--- config.mk ---
export PLATFORM = sky130hd
export DESIGN_NAME = t2mi_frame_scheduler
export DESIGN_NICKNAME = d
export VERILOG_FILES = /design/src/rtl/t2mi_frame_scheduler.sv
export SDC_FILE = /design/constraint.sdc
export NUM_CORES = 1
export LEC_CHECK = 0
export BUFFER_PORTS_ARGS = -buffer_cell sky130_fd_sc_hd__buf_2
export CAP_MARGIN = 20
export CORE_MARGIN = 1.5
export CORE_UTILIZATION = 25
export DETAILED_ROUTE_END_ITERATION = 8
export PLACE_DENSITY = 0.4
export SETUP_SLACK_MARGIN = 0.4
export SLEW_MARGIN = 5
export SYNTH_ARGS = -nofsm -noshare
export SYNTH_HDL_FRONTEND = slang
export SYNTH_SLANG_ARGS = --single-unit
--- constraint.sdc ---
create_clock -name CLK -period 2.5 [get_ports CLK]
set_input_delay 0.5 -clock CLK [delete_from_list [all_inputs] [get_ports CLK]]
set_output_delay 0.5 -clock CLK [all_outputs]
set_load 0.03 [all_outputs]
--- src/rtl/t2mi_frame_scheduler.sv ---
// T2-MI per-frame packet scheduler: plp_num_blocks BB packets, optional T2 timestamp, then L1-current.
// Optional feature macro: T2MI_TIMESTAMP_EN (defined -> a timestamp packet follows the BB packets).
`timescale 1ns/1ps
module t2mi_frame_scheduler #(
  parameter logic [7:0] TYPE_BB   = 8'h00,
  parameter logic [7:0] TYPE_L1   = 8'h10,
  parameter logic [7:0] TYPE_TS   = 8'h20,
  parameter int         TIMEOUT_W = 16
) (
  input  logic       CLK,
  input  logic       RST,
  input  logic       ENABLE,
  input  logic [9:0] plp_num_blocks,
  input  logic [7:0] num_t2_frames,
  input  logic       PKT_DONE,
  output logic       PKT_REQ,
  output logic [7:0] PKT_TYPE,
  output logic [7:0] FRAME_IDX,
  output logic [3:0] SUPERFRAME_IDX,
  output logic [9:0] BLOCK_IDX,
  output logic       CFG_LATCH,
  output logic       BUSY,
  output logic       ERR_CFG,
  output logic       ERR_TIMEOUT
);

  typedef enum logic [2:0] {
    S_IDLE,
    S_LATCH,
    S_BB,
    S_TS,
    S_L1,
    S_NEXT
  } state_t;

  localparam logic [TIMEOUT_W-1:0] WD_ONE  = 1;
  localparam logic [TIMEOUT_W-1:0] WD_LAST = {{(TIMEOUT_W-1){1'b1}}, 1'b0};

  state_t               state_q, state_d;
  logic                 req_q, req_d;
  logic [9:0]           block_q, block_d;
  logic [9:0]           cfg_blocks_q, cfg_blocks_d;
  logic [7:0]           frame_q, frame_d;
  logic [7:0]           cfg_frames_q, cfg_frames_d;
  logic [3:0]           sf_q, sf_d;
  logic                 err_cfg_q, err_cfg_d;
  logic                 err_to_q, err_to_d;
  logic [TIMEOUT_W-1:0] wd_q, wd_d;
  logic                 wd_expire;

  // The watchdog trips on the cycle its count would become all-ones; a DONE in that cycle wins.
  assign wd_expire = req_q && !PKT_DONE && (wd_q == WD_LAST);

  // Packet states hold PKT_REQ high until DONE, then spend one low cycle in the same state
  // before either re-requesting (more BB blocks) or moving on with PKT_REQ raised on entry.
  // NOTE: every signal assigned in this block gets a default first, so no path can infer a latch.
  always_comb begin
    state_d      = state_q;
    req_d        = req_q;
    block_d      = block_q;
    frame_d      = frame_q;
    sf_d         = sf_q;
    cfg_blocks_d = cfg_blocks_q;
    cfg_frames_d = cfg_frames_q;
    err_cfg_d    = err_cfg_q;
    err_to_d     = err_to_q;
    wd_d         = req_q ? wd_q + WD_ONE : '0;

    if (wd_expire) begin
      err_to_d = 1'b1;
      state_d  = S_IDLE;
    end else begin
      case (state_q)
        S_IDLE: begin
          if (ENABLE) state_d = S_LATCH;
        end
        S_LATCH: begin
          cfg_blocks_d = plp_num_blocks;
          cfg_frames_d = num_t2_frames;
          if (plp_num_blocks == '0 || num_t2_frames == '0) begin
            err_cfg_d = 1'b1;
            state_d   = S_IDLE;
          end else if (!ENABLE) begin
            state_d = S_IDLE;
          end else begin
            state_d = S_BB;
            req_d   = 1'b1;
          end
        end
        S_BB: begin
          if (req_q) begin
            if (PKT_DONE) begin
              block_d = block_q + 10'd1;
              req_d   = 1'b0;
              if (!ENABLE) state_d = S_IDLE;
            end
          end else if (!ENABLE) begin
            state_d = S_IDLE;
          end else if (block_q == cfg_blocks_q) begin
`ifdef T2MI_TIMESTAMP_EN
            state_d = S_TS;
`else
            state_d = S_L1;
`endif
            req_d   = 1'b1;
          end else begin
            req_d = 1'b1;
          end
        end
`ifdef T2MI_TIMESTAMP_EN
        S_TS: begin
          if (req_q) begin
            if (PKT_DONE) begin
              req_d = 1'b0;
              if (!ENABLE) state_d = S_IDLE;
            end
          end else if (!ENABLE) begin
            state_d = S_IDLE;
          end else begin
            state_d = S_L1;
            req_d   = 1'b1;
          end
        end
`endif
        S_L1: begin
          // NEXT itself is the low cycle between the L1 request and the following one.
          if (!req_q || PKT_DONE) begin
            req_d   = 1'b0;
            state_d = ENABLE ? S_NEXT : S_IDLE;
          end
        end
        S_NEXT: begin
          block_d = '0;
          if (!ENABLE) begin
            state_d = S_IDLE;
          end else if (frame_q < cfg_frames_q - 8'd1) begin
            frame_d = frame_q + 8'd1;
            state_d = S_BB;
            req_d   = 1'b1;
          end else begin
            frame_d = '0;
            sf_d    = sf_q + 4'd1;
            state_d = S_LATCH;
          end
        end
        default: state_d = S_IDLE;
      endcase
    end

    // Whatever route leads to IDLE, the request is withdrawn and the header indices restart.
    if (state_d == S_IDLE) begin
      req_d   = 1'b0;
      block_d = '0;
      frame_d = '0;
      sf_d    = '0;
    end
  end

  // NOTE: sequential state uses non-blocking assignments so every register updates from pre-edge values.
  always_ff @(posedge CLK or posedge RST) begin
    if (RST) begin
      state_q      <= S_IDLE;
      req_q        <= 1'b0;
      block_q      <= '0;
      frame_q      <= '0;
      sf_q         <= '0;
      cfg_blocks_q <= '0;
      cfg_frames_q <= '0;
      err_cfg_q    <= 1'b0;
      err_to_q     <= 1'b0;
      wd_q         <= '0;
    end else begin
      state_q      <= state_d;
      req_q        <= req_d;
      block_q      <= block_d;
      frame_q      <= frame_d;
      sf_q         <= sf_d;
      cfg_blocks_q <= cfg_blocks_d;
      cfg_frames_q <= cfg_frames_d;
      err_cfg_q    <= err_cfg_d;
      err_to_q     <= err_to_d;
      wd_q         <= wd_d;
    end
  end

  // The type follows the state, which cannot change while a request is outstanding.
  always_comb begin
    PKT_TYPE = 8'h00;
    case (state_q)
      S_BB:    PKT_TYPE = TYPE_BB;
      S_TS:    PKT_TYPE = TYPE_TS;
      S_L1:    PKT_TYPE = TYPE_L1;
      default: PKT_TYPE = 8'h00;
    endcase
  end

  assign PKT_REQ        = req_q;
  assign BLOCK_IDX      = block_q;
  assign FRAME_IDX      = frame_q;
  assign SUPERFRAME_IDX = sf_q;
  assign CFG_LATCH      = (state_q == S_LATCH);
  assign BUSY           = (state_q != S_IDLE);
  assign ERR_CFG        = err_cfg_q;
  assign ERR_TIMEOUT    = err_to_q;

endmodule
==> qor.csv, run 1 <==
stage,metric,value,unit
clock_network,cts bufs inserted,9,
drt,DR pass1 iterations,4,
grt,vias in the first global route,2750,
synth,"Distinct cells, synth",49,
critical_path,Crit-path slowest cell,or4_4,
sta,crit path time final,2.597,ns
sta,RSZ-0062 raised after global routing,true,
critical_path,CP endpoint kind,register,
status,failing checks,setup timing,
synth,Syn Std Cell Area,3516,um2
drt,Vias/cell,4.613,
grt,pin count of the biggest net entering global routing,26,
hold_path,Worst Hold Class,input pin to asynchronous set/reset pin,
job,Max-cap violations,0,
floorplanning,Die Area,14780,um2
critical_path,Worst EP arrival,2.85,ns
drt,Routed WL per cell,14.49,um
sta,Max-slew headroom,63.25,%
cells_and_area,Layout Cells excl Fill,607,
synth,syn avg cell area,10.05,um2
floorplanning,Starting Density,25.43,%
pwr,power density over cell area,874.5,nW/um2
synth,asr flop ratio synth,100.0,%
critical_path,crit path max fanout,3,
critical_path,crit start category,register,
clock_network,Worst-Skew Late Latency,0.33,ns
sta,final worst slack,-0.09728,ns
placement,routability cong.,0.7518,
sta,fmax,385.0,MHz
clock_network,CTS tree,built,
cells_and_area,Area Growth Syn to Fin,29.72,%
synth,Syn Inst Count,350,
floorplanning,Ports,57,
critical_path,CP cell instances,or4_4 > nor4_4 > xnor2_1 > ha_1 > nand4_1 > a21oi_4 > a22oi_2 > or3_1 > a21oi_2,
sta,WHS,0.2126,ns
drt,DR iter-0 viols,52,
sta,worst slew pin tran,0.5505,ns
drt,final WL,8796,um
synth,"area leader, netlist",dfrtp_1,
cells_and_area,layout cells sized above 1,32.32,%
synth,Post-synth EDFFs,0,
sta,setup violators final,4,
drt,residual DRC count,0,
sta,Final Max Tran Viols,0,
synth,Main synth FF type,dfrtp_1,
pwr,Peak VDD IR,0.5193,mV
clock_network,htree depth,3,
grt,overflow left after global routing,0,
floorplanning,Die Y,121.6,um
pwr,Power Total,3.988,mW
clock_network,Bufs on Longest Clock Path,2,
sta,setup TNS,-0.2140,ns
synth,register bit count reported by yosys,62,
synth,top post-synthesis cells by area,"dfrtp_1 (44%), xor2_1 (7.0%), ha_1 (4.6%)",
drt,"antenna viol nets, final",0,
cells_and_area,# nets final,457,
clock_network,Sink Count,62,
floorplanning,Core Area,13830,um2
critical_path,Crit Path Category,register to register,
drt,Vias,2800,
placement,dpl cells,584,
placement,Final HPWL DP,6446,um
pwr,total leakage power,2.057,nW
clock_network,Worst-path clk slew,0.06,ns
cells_and_area,n_diodes,0,
sta,crit share post-route,103.9,%
status,status,"finished, violations left",
clock_network,Hold Buf Count CTS,0,
grt,first-pass GRT wire length,14510,um
grt,antenna violations before repair,0,
floorplanning,row cnt,43,
sta,final hold vios,0,
clock_network,Root Buffer Master,clkbuf_16,
synth,Synth top area share,44.13,%
grt,total track usage,12.86,%
synth,"top cells by count, synth","dfrtp_1 (62), xor2_1 (28), nor2_1 (27)",
sta,clock skew,0.01061,ns
synth,Syn. warnings,0,
critical_path,CP max stage delay,0.56,ns
synth,"count leader, synth",dfrtp_1,
placement,port buffer count,50,
synth,sequential cell area fraction in the yosys report,44.13,%
critical_path,CP required,2.75,ns
floorplanning,Die X,121.6,um
-- repair_timing --
action	CTS	global route
pin swaps	4	5
buffers inserted	2	5
gates cloned	0	0
resized for setup	3	14
setup endpoints to repair	15	43
-- cell families after synthesis --
group | share of synthesized area (%)
xor gates and xnor gates | 10.71
DFF | 44.13
AOI/OAI and AO/OA | 7.046
adders and majority gates | 4.626
and+or+nand+nor | 21.10
other | 0.1067
buffers and inverters | 4.982
muxes | 7.295
-- layout by cell type, fill, tap and decap left out, drive strengths merged, types with 9 or more instances in the layout --
cell type,instances
xnor2,15
a21oi,15
buf,77
clkbuf,13
dfrtp,62
nand2,20
xor2,28
ha,13
inv,10
nand3,15
mux2,18
o21ai,12
nor2,27
nor4,9
nand4,12
nor3,26
-- final timing paths --
path                                             startpoint                       endpoint  slack, ns  cells past startpoint
worst max-delay path            cfg_frames_q[5]$_DFFE_PP0P_  SUPERFRAME_IDX[3]$_DFFE_PP0P_       -0.1                      9
worst min-delay path                                    RST              wd_q[2]$_DFF_PP0_       0.21                      2
worst max register to register  cfg_frames_q[5]$_DFFE_PP0P_  SUPERFRAME_IDX[3]$_DFFE_PP0P_       -0.1                      9
worst min register to register          ERR_CFG$_DFFE_PP0P_            ERR_CFG$_DFFE_PP0P_       0.45                      1
max in group asynchronous                               RST            PKT_REQ$_DFFE_PP0P_       1.57                      3
min in group CLK                           num_t2_frames[1]    cfg_frames_q[1]$_DFFE_PP0P_       0.41                      2
-- through the flow --
stage	instance area (um2)	worst slack, ns	util, %
after detailed placement	4078	-0.09268	29.49
final	4561	-0.09728	32.98
after floorplan	3585	0.06097	-
after global routing	4561	-0.2584	32.98
after CTS	4452	-0.08438	32.20
after global placement	4078	-0.002655	29.49
-- routing by layer --
layer	GRT usage, %	part of all wire (%)	wire length, um	vias to the layer above
li1	-	-	-	1374
met1	17.27	48	4238	1367
met2	19.31	46	4083	47
met3	3.699	3.5	311	12
met4	5.515	1.8	162	0
met5	0	0	0	-
-- power by group --
part	switching (mW)	total (mW)	internal, mW
Sequential	0.178	1.36	1.18
Combinational	0.597	1.16	0.559
Clock	0.444	1.47	1.03
Total	1.22	3.99	2.77
-- state kept, by name (all words and copies together) (netlist names) --
signal          flops
cfg_blocks_q       10
FRAME_IDX           8
PKT_REQ             1
ERR_CFG             1
BLOCK_IDX          10
cfg_frames_q        8
state_q             3
ERR_TIMEOUT         1
SUPERFRAME_IDX      4
wd_q               16
-- critical path, delay by kind of cell, from the launching register on --
family                     cells  cell delay [ns]
adders and majority gates      1             0.33
DFF                            1             0.37
and+or+nand+nor                4             1.26
xor gates and xnor gates       1             0.10
AOI/OAI and AO/OA              3             0.46
-- cell type report --
| cell class | instances | area [um2] |
|---|---|---|
| Fill cell | 1416 | 9266 |
| Multi-Input combinational cell | 261 | 1923 |
| Sequential cell | 62 | 1553 |
| Timing Repair Buffer | 77 | 467.9 |
| Clock buffer | 13 | 260.3 |
| Tap cell | 180 | 225.2 |
| Clock inverter | 3 | 90.09 |
| Inverter | 11 | 41.29 |
(Power assumes the default switching activity.)
==> inputs of run 2 (changes only) <==
--- a/config.mk
+++ b/config.mk
@@ -11,6 +11,7 @@
 export CORE_UTILIZATION = 25
 export DETAILED_ROUTE_END_ITERATION = 8
 export PLACE_DENSITY = 0.4
+export RECOVER_POWER = 50
 export SETUP_SLACK_MARGIN = 0.4
 export SLEW_MARGIN = 5
 export SYNTH_ARGS = -nofsm -noshare
==> run 2 against run 1 <==
Effect of this change: critical endpoint unchanged; global-route usage stayed put; core utilization is 0.072 points lower; maximum frequency hardly changed; clock-buffer cell count stayed put; via count stayed put; the run still ends with setup timing left; clock skew hardly changed; flip-flop and latch count stayed put; total power is 0.10% lower; sequential power hardly changed; critical path depth stayed put; critical path type unchanged; die area stayed put; sequential share of layout area hardly changed.
==> qor.csv, run 2 (synthesis results as in run 1) <==
stage,metric,value,unit
floorplanning,Ports,57,
pwr,Net Sw Frac,30.67,%
sta,final worst slack,-0.09682,ns
grt,total track usage,12.86,%
sta,worst slew pin tran,0.9869,ns
placement,routability cong.,0.7518,
sta,crit share post-route,103.9,%
cells_and_area,most frequent cells in the layout,"dfrtp_1 (62), buf_2 (50), xor2_1 (28), nor2_1 (27), nor3_1 (23)",
grt,vias in the first global route,2750,
cells_and_area,Fillers,1417,
cells_and_area,# nets final,457,
cells_and_area,max FFs per register,16,
pwr,Psw,1.222,mW
sta,Final Max Tran Viols,0,
cells_and_area,area of the multi-input gates,1923,um2
floorplanning,Die X,121.6,um
sta,clock skew,0.01026,ns
drt,Vias,2800,
sta,Max-slew headroom,34.13,%
job,Max-cap violations,0,
drt,DR iter-0 viols,51,
sta,crit path time final,2.597,ns
clock_network,Worst-Skew Late Latency,0.34,ns
grt,pin count of the biggest net entering global routing,26,
drt,"antenna viol nets, final",0,
cells_and_area,Layout Cells excl Fill,607,
drt,DR pass1 iterations,4,
sta,RSZ-0062 raised after global routing,true,
cells_and_area,n_diodes,0,
floorplanning,row cnt,43,
placement,Final HPWL DP,6446,um
drt,Routed WL per cell,14.50,um
pwr,Peak VDD IR,0.5192,mV
cells_and_area,layout cells sized above 1,31.62,%
pwr,logic gate share of total power,28.9,%
pwr,power share of the clock group,37.0,%
clock_network,Sink Count,62,
sta,final hold vios,0,
sta,fmax,385.1,MHz
status,failing checks,setup timing,
clock_network,Worst-path clk slew,0.06,ns
clock_network,htree depth,3,
critical_path,crit start category,register,
sta,setup violators final,4,
grt,antenna violations before repair,0,
placement,dpl cells,584,
drt,Vias/cell,4.613,
critical_path,Worst EP arrival,2.85,ns
clock_network,CTS tree,built,
critical_path,Crit Path Category,register to register,
cells_and_area,"most common cell after layout, fill and taps aside",dfrtp_1,
cells_and_area,"Most flops, register",wd_q,
pwr,Int Pwr,2.762,mW
critical_path,CP endpoint kind,register,
clock_network,Root Buffer Master,clkbuf_16,
cells_and_area,FF/Latch Area,1551,um2
pwr,Seq pwr share,34.1,%
floorplanning,Starting Density,25.43,%
grt,first-pass GRT wire length,14510,um
status,status,"finished, violations left",
pwr,power density over cell area,875.5,nW/um2
critical_path,CP required,2.75,ns
clock_network,Hold Buf Count CTS,0,
drt,residual DRC count,0,
clock_network,Bufs on Longest Clock Path,2,
placement,port buffer count,50,
floorplanning,Die Area,14780,um2
hold_path,Worst Hold Class,input pin to asynchronous set/reset pin,
floorplanning,Die Y,121.6,um
cells_and_area,Area Growth Syn to Fin,29.43,%
critical_path,crit path max fanout,3,
drt,final WL,8800,um
cells_and_area,Final Util,32.91,%
floorplanning,Core Area,13830,um2
grt,overflow left after global routing,0,
pwr,total leakage power,2.055,nW
clock_network,cts bufs inserted,9,
## run 2: cell type report
| class | instances | share of cell area [%] |
|---|---|---|
| repair buffers | 77 | 10.09 |
| clock inverters | 3 | 1.980 |
| inverters | 11 | 0.9073 |
| flip-flops and latches | 62 | 34.09 |
| well taps | 180 | 4.949 |
| clock buffers | 13 | 5.719 |
| multi-input cells | 261 | 42.26 |
## run 2: routing by layer
layer	routed length, um	share of wire (%)	global-route usage (%)	up-vias
li1	-	-	-	1372
met1	4250	48	17.27	1367
met4	204	2.3	5.515	0
met3	303	3.4	3.699	16
met2	4042	46	19.31	45
met5	0	0	0	-
## run 2: power by group through the flow
stage / combinational [mW] / sequential (mW) / clock, mW
after floorplan: 0.837 / 1.35 / 0
after CTS: 1.14 / 1.36 / 1.51
final: 1.15 / 1.36 / 1.48
after detailed placement: 1.13 / 1.38 / 0
after global routing: 1.28 / 1.39 / 1.56
after global placement: 1.12 / 1.38 / 0
## run 2: repair_timing
item / CTS / global route
endpoints found under the hold margin: 0 / 0
pin swaps: 4 / 5
endpoints found under the setup margin: 15 / 43
resized for setup: 3 / 14
setup buffers: 2 / 5
## run 2: final timing paths
path	from	end	slack (ns)	depth (start not counted)
worst max-delay path	cfg_frames_q[5]$_DFFE_PP0P_	SUPERFRAME_IDX[3]$_DFFE_PP0P_	-0.1	9
worst min-delay path	RST	wd_q[2]$_DFF_PP0_	0.39	2
worst max register to register	cfg_frames_q[5]$_DFFE_PP0P_	SUPERFRAME_IDX[3]$_DFFE_PP0P_	-0.1	9
worst min register to register	ERR_CFG$_DFFE_PP0P_	ERR_CFG$_DFFE_PP0P_	0.45	1
max in group asynchronous	RST	SUPERFRAME_IDX[2]$_DFFE_PP0P_	1.01	3
min in group CLK	num_t2_frames[1]	cfg_frames_q[1]$_DFFE_PP0P_	0.41	2
## run 2: worst max-delay path, stage by stage, from the launching register on
cell     delay, ns
dfrtp_1       0.37
or4_4         0.56
nor4_4        0.15
xnor2_1       0.10
ha_1          0.33
nand4_1       0.16
a21oi_4       0.21
a22oi_2       0.10
or3_1         0.39
a21oi_2       0.15
## run 2: metrics by stage
step | cell area (um2) | TNS, ns | total power, mW | setup WS [ns] | hold slack, ns
2_1_floorplan | 3585 | 0 | 2.191 | 0.06097 | 0.4453
3_3_place_gp | 4078 | -0.002655 | 2.495 | -0.002655 | 0.4471
3_5_place_dp | 4078 | -0.09268 | 2.511 | -0.09268 | 0.4435
4_1_cts | 4452 | -0.1928 | 4.013 | -0.08438 | 0.2327
5_1_grt | 4551 | -1.800 | 4.231 | -0.2584 | 0.4085
6_report | 4551 | -0.2120 | 3.984 | -0.09682 | 0.3909
